<file path="config.mk">
export PLATFORM = sky130hd
export DESIGN_NAME = bsg_manycore_pkt_rx_ctrl
export DESIGN_NICKNAME = d
export VERILOG_FILES = /design/src/rtl/bsg_manycore_pkt_rx_ctrl.sv
export SDC_FILE = /design/constraint.sdc
export NUM_CORES = 1
export LEC_CHECK = 0
export ABC_AREA = 0
export BUFFER_PORTS_ARGS = -buffer_cell sky130_fd_sc_hd__buf_2
export CORE_UTILIZATION = 27
export DETAILED_ROUTE_END_ITERATION = 16
export PLACE_DENSITY = 0.48
export REMOVE_ABC_BUFFERS = 1
export SLEW_MARGIN = 20
export SYNTH_ARGS = -nofsm -noshare
export SYNTH_HDL_FRONTEND = slang
export SYNTH_SLANG_ARGS = --single-unit
</file>
<file path="constraint.sdc">
create_clock -name clk_i -period 4.1 [get_ports clk_i]
set_input_delay 1.23 -clock clk_i [delete_from_list [all_inputs] [get_ports clk_i]]
set_output_delay 1.23 -clock clk_i [all_outputs]
set_load 0.03 [all_outputs]
</file>
<file path="src/rtl/bsg_manycore_pkt_rx_ctrl.sv">
`default_nettype none
// ============================================================================
// Module   : bsg_manycore_pkt_rx_ctrl
// Purpose  : Receive-side packet controller for a manycore tile. Buffers
//            packets from the mesh input link in a small circular FIFO,
//            decodes the head packet and routes remote stores to the local
//            memory write port, freeze/unfreeze packets to the core freeze
//            register, and consumes (and optionally counts) unknown ops.
// Options  : `define BSG_MANYCORE_RX_UNKNOWN_CNT_EN builds the 16-bit
//            saturating unknown-op counter; otherwise unknown_cnt_o is 0.
// Revision : 1.0 - initial release
// ============================================================================
module bsg_manycore_pkt_rx_ctrl #(
  parameter int x_cord_width_p = 4,
  parameter int y_cord_width_p = 4,
  parameter int data_width_p   = 32,
  parameter int addr_width_p   = 16,
  parameter int fifo_els_p     = 2,
  parameter bit freeze_init_p  = 1'b1,
  localparam int packet_width_lp = 6 + 2*x_cord_width_p + 2*y_cord_width_p
                                   + data_width_p + addr_width_p
) (
  input  logic                       clk_i,
  input  logic                       reset_i,
  input  logic                       v_i,
  input  logic [packet_width_lp-1:0] data_i,
  output logic                       ready_o,
  output logic                       mem_v_o,
  output logic [addr_width_p-1:0]    mem_addr_o,
  output logic [data_width_p-1:0]    mem_data_o,
  input  logic                       mem_yumi_i,
  output logic                       freeze_o,
  output logic [15:0]                unknown_cnt_o
);

  localparam int ptr_w_lp   = $clog2(fifo_els_p);
  localparam int coord_w_lp = 2*x_cord_width_p + 2*y_cord_width_p;
  // Only op/addr/data are buffered; coordinates are routed upstream and dropped.
  localparam int entry_w_lp = 6 + addr_width_p + data_width_p;
  localparam logic [5:0] op_store_lp  = 6'd1;
  localparam logic [5:0] op_freeze_lp = 6'd2;

  logic [entry_w_lp-1:0]   fifo_mem_q [fifo_els_p];
  logic [ptr_w_lp:0]       rd_ptr_q, rd_ptr_d;
  logic [ptr_w_lp:0]       wr_ptr_q, wr_ptr_d;
  logic                    freeze_q, freeze_d;

  logic                    empty, full, enq, deq;
  logic [entry_w_lp-1:0]   head;
  logic [5:0]              head_op;
  logic [addr_width_p-1:0] head_addr;
  logic [data_width_p-1:0] head_data;
  logic                    is_store, is_freeze, is_unknown;
  logic                    unused_coords;

  assign unused_coords = ^data_i[coord_w_lp-1:0];

  assign head      = fifo_mem_q[rd_ptr_q[ptr_w_lp-1:0]];
  assign head_op   = head[entry_w_lp-1 -: 6];
  assign head_addr = head[data_width_p +: addr_width_p];
  assign head_data = head[data_width_p-1:0];

  // FIFO status, head decode, handshakes and next-state values.
  always_comb begin
    empty = (rd_ptr_q == wr_ptr_q);
    // Full: same slot index, opposite lap (wrap bit).
    full  = (rd_ptr_q[ptr_w_lp-1:0] == wr_ptr_q[ptr_w_lp-1:0]) &&
            (rd_ptr_q[ptr_w_lp] != wr_ptr_q[ptr_w_lp]);

    is_store   = !empty && (head_op == op_store_lp);
    is_freeze  = !empty && (head_op == op_freeze_lp) && (head_addr == '0);
    is_unknown = !empty && (head_op != op_store_lp) && (head_op != op_freeze_lp);

    // No bypass: a full FIFO refuses input even when the head leaves this cycle.
    enq = v_i && !full;
    // Stores wait for the memory; everything else leaves in one cycle.
    deq = !empty && (!is_store || mem_yumi_i);

    wr_ptr_d = wr_ptr_q + (ptr_w_lp+1)'(enq);
    rd_ptr_d = rd_ptr_q + (ptr_w_lp+1)'(deq);
    freeze_d = is_freeze ? head_data[0] : freeze_q;
  end

  // Pointer and freeze registers; reset discards every buffered packet.
  always_ff @(posedge clk_i) begin
    if (reset_i) begin
      rd_ptr_q <= '0;
      wr_ptr_q <= '0;
      freeze_q <= freeze_init_p;
    end else begin
      rd_ptr_q <= rd_ptr_d;
      wr_ptr_q <= wr_ptr_d;
      freeze_q <= freeze_d;
    end
  end

  // Packet storage; contents are only meaningful between the pointers.
  always_ff @(posedge clk_i) begin
    if (enq) begin
      fifo_mem_q[wr_ptr_q[ptr_w_lp-1:0]] <= data_i[packet_width_lp-1 -: entry_w_lp];
    end
  end

`ifdef BSG_MANYCORE_RX_UNKNOWN_CNT_EN
  logic [15:0] unknown_cnt_q, unknown_cnt_d;

  // Saturating count of unknown-op packets consumed.
  always_comb begin
    unknown_cnt_d = unknown_cnt_q;
    if (is_unknown && (unknown_cnt_q != 16'hFFFF)) begin
      unknown_cnt_d = unknown_cnt_q + 16'd1;
    end
  end

  // Unknown-op counter register.
  always_ff @(posedge clk_i) begin
    if (reset_i) begin
      unknown_cnt_q <= '0;
    end else begin
      unknown_cnt_q <= unknown_cnt_d;
    end
  end

  assign unknown_cnt_o = unknown_cnt_q;
`else
  logic unused_unknown;
  assign unused_unknown = is_unknown;
  assign unknown_cnt_o  = 16'h0;
`endif

  assign ready_o    = !full;
  assign mem_v_o    = is_store;
  assign mem_addr_o = head_addr;
  assign mem_data_o = head_data;
  assign freeze_o   = freeze_q;

  // The memory must never accept a write that is not being offered.
  a_yumi_only_when_valid : assert property (
    @(posedge clk_i) disable iff (reset_i) !(mem_yumi_i && !mem_v_o)
  );

endmodule
`default_nettype wire

</file>
==> metrics.txt <==
Worst IR Drop VDD 0.303 mV; Adder-Cell Fraction of Synth Area 0.00862; Clock Skew 0.00566 ns; status finished clean; final std cells w/o fill 582; ANT nets after route 0; cell area after synthesis 0.00436 mm^2; Port Buffer Count 108; FF+latch area 0.00334 mm^2; vias per cell 4.05; DRC 0; post-synth top area share 0.745; WL final 8630 um; max_cap viols 0; Pins Over Slew Limit 0; # diodes 0; clk sinks 113; cts hold-fix bufs 0; min cycle time layout 3.50 ns; Die Area 0.0166 mm^2; CP Class reg2out; TNS Setup 0 ns; Synth-to-Final Area Change 29.6%; Worst-Skew Late Latency 0.41 ns; Critical Path End Type output pin; post-synthesis simple-gate area fraction 0.0385; Fill cells 1540; Synth Instances 230; Bufs on Longest Clock Path 2; syn avg cell area 18.9 um^2; # Post-CTS Setup Buffers 0; Die Wd 129 um; row count 46; worst relative slew slack 0.388; largest area contributor in the netlist edfxtp_1; via count 2358; initial antenna violation count 1; Yosys cell types 29; gpl congestion 0.718; pwr/cell area 730 mW/mm^2; Hold Fails Final Rpt 0; Synth Warn # 0; Critical Path AT 2.27 ns; gr ovfl total 0; routed length per instance 14.8 um; Post-CTS Resized 0; placed insts 551; Setup WS post-layout 0.599 ns; Setup WS pre-CTS 0.959 ns; first-pass GRT wire length 13300 um; synth top area cells edfxtp_1, mux2_1, buf_4; max frequency 286 MHz; clk root buf clkbuf_16; DIE HEIGHT 129 um; Ports 141; largest net degree at the start of global routing 38; Starting Density 0.275; leakage dissipation 2.08 nW; Setup Viol. Count Final 0; Synth Register Bits 113; Iter 0 DRT Violations 73; Required @ worst endpoint 2.87 ns; CTS tree built; fin nets 431; htree depth 4; worst-margin pin slew 0.918 ns; First-pass DRT Iterations 4; Compound-Gate Fraction of Synth Area 0.0129; Critical Path Fanout Max 34; xor/xnor share of the synthesized area 0.00804; Tightest Hold Check Type reg2reg; core area 0.0158 mm^2; unrepaired setup endpoints after global routing false; Startpoint Class register; final critical-path share of the clock period 0.854; share of cells above drive strength 1 0.388; vias in the first global route 2474; Seq/Total Area, Yosys 0.768; CTS clock-pin slew for the worst setup and hold paths 0.05 ns; GRT Overall Usage 0.113; multi-input combinational cell area 912 um^2; main combinational cell family by area after synthesis multiplexers; DP HPWL 5600 um; most frequent cells in the layout edfxtp_1, buf_2, mux2_1; multiplexer area fraction after synthesis 0.126; cts bufs inserted 17
## worst max-delay path, stage by stage, from the launching register on
cell and delay [ns]:
dfxtp_2 0.93, buf_4 0.38, mux2_1 0.36, buf_2 0.18
## cell usage after synthesis (all sizes together)
master	number
edfxtp	108
mux2	48
buf	22
nor2	8
dfxtp	5
nor4	5
xnor2	4
ha	3
inv	3
nor4b	3
a31oi	2
and2	2
nand2	2
nand4	2
nor3	2
a211oi	1
a21oi	1
a221oi	1
a22oi	1
conb	1
mux2i	1
nand2b	1
nand3	1
nand3b	1
nor2b	1
o32ai	1
## area by class of cell
class,instances,share of cell area
sequential,113,0.593
timing repair buffer,112,0.106
inverter,3,0.00200
clock inverter,10,0.0124
multi-input combinational,107,0.162
clock buffer,21,0.0780
tap,216,0.0479
## worst paths after layout
path	from	endpoint	slack, ns	depth (start not counted)
hold reg to reg	wr_ptr_q[1]	wr_ptr_q[1]	0.54	2
setup reg to reg	rd_ptr_q[0]	fifo_mem_q[1][34]	1.45	5
hold / removal	wr_ptr_q[1]	wr_ptr_q[1]	0.54	2
setup / recovery	rd_ptr_q[0]	mem_data_o[2]	0.60	3
## where the power goes
part / leakage (nW) / internal [mW] / switching (mW)
sequential: 1.05 / 1.56 / 0.123
clock: 0.254 / 0.811 / 0.470
combinational: 0.777 / 0.376 / 0.778
total: 2.08 / 2.75 / 1.37
## per-layer routing
metal,up-vias,routed length (um),GRT usage
li1,1117,-,-
met1,1132,3560,0.123
met2,92,4160,0.182
met3,17,713,0.0504
met4,0,198,0.0685
met5,-,0,0
## per-stage QoR
step | hold slack (ns) | utilization | cell area (um^2) | total power [mW]
after floorplan | 0.504 | - | 4260 | 2.49
after global placement | 0.519 | 0.324 | 5130 | 2.88
after detailed placement | 0.529 | 0.324 | 5130 | 2.89
after CTS | 0.546 | 0.357 | 5640 | 4.20
after global routing | 0.583 | 0.357 | 5640 | 4.34
final | 0.540 | 0.357 | 5640 | 4.12
## cells by family (layout without fill, tap and decap cells)
kind of cell,Yosys count,count (layout)
flip-flops,113,113
multiplexers,49,49
AND/OR/NAND/NOR,28,28
buffers and inverters,25,146
AO/OA/AOI/OAI,7,7
XOR/XNOR,4,4
adder cells (fa/ha/maj),3,3
other,1,16
## registers in the layout (all words and copies together) (netlist names)
name,flops
fifo_mem_q,108
freeze_o,1
rd_ptr_q,2
wr_ptr_q,2
Note: power is estimated with default switching activity, not from simulation.
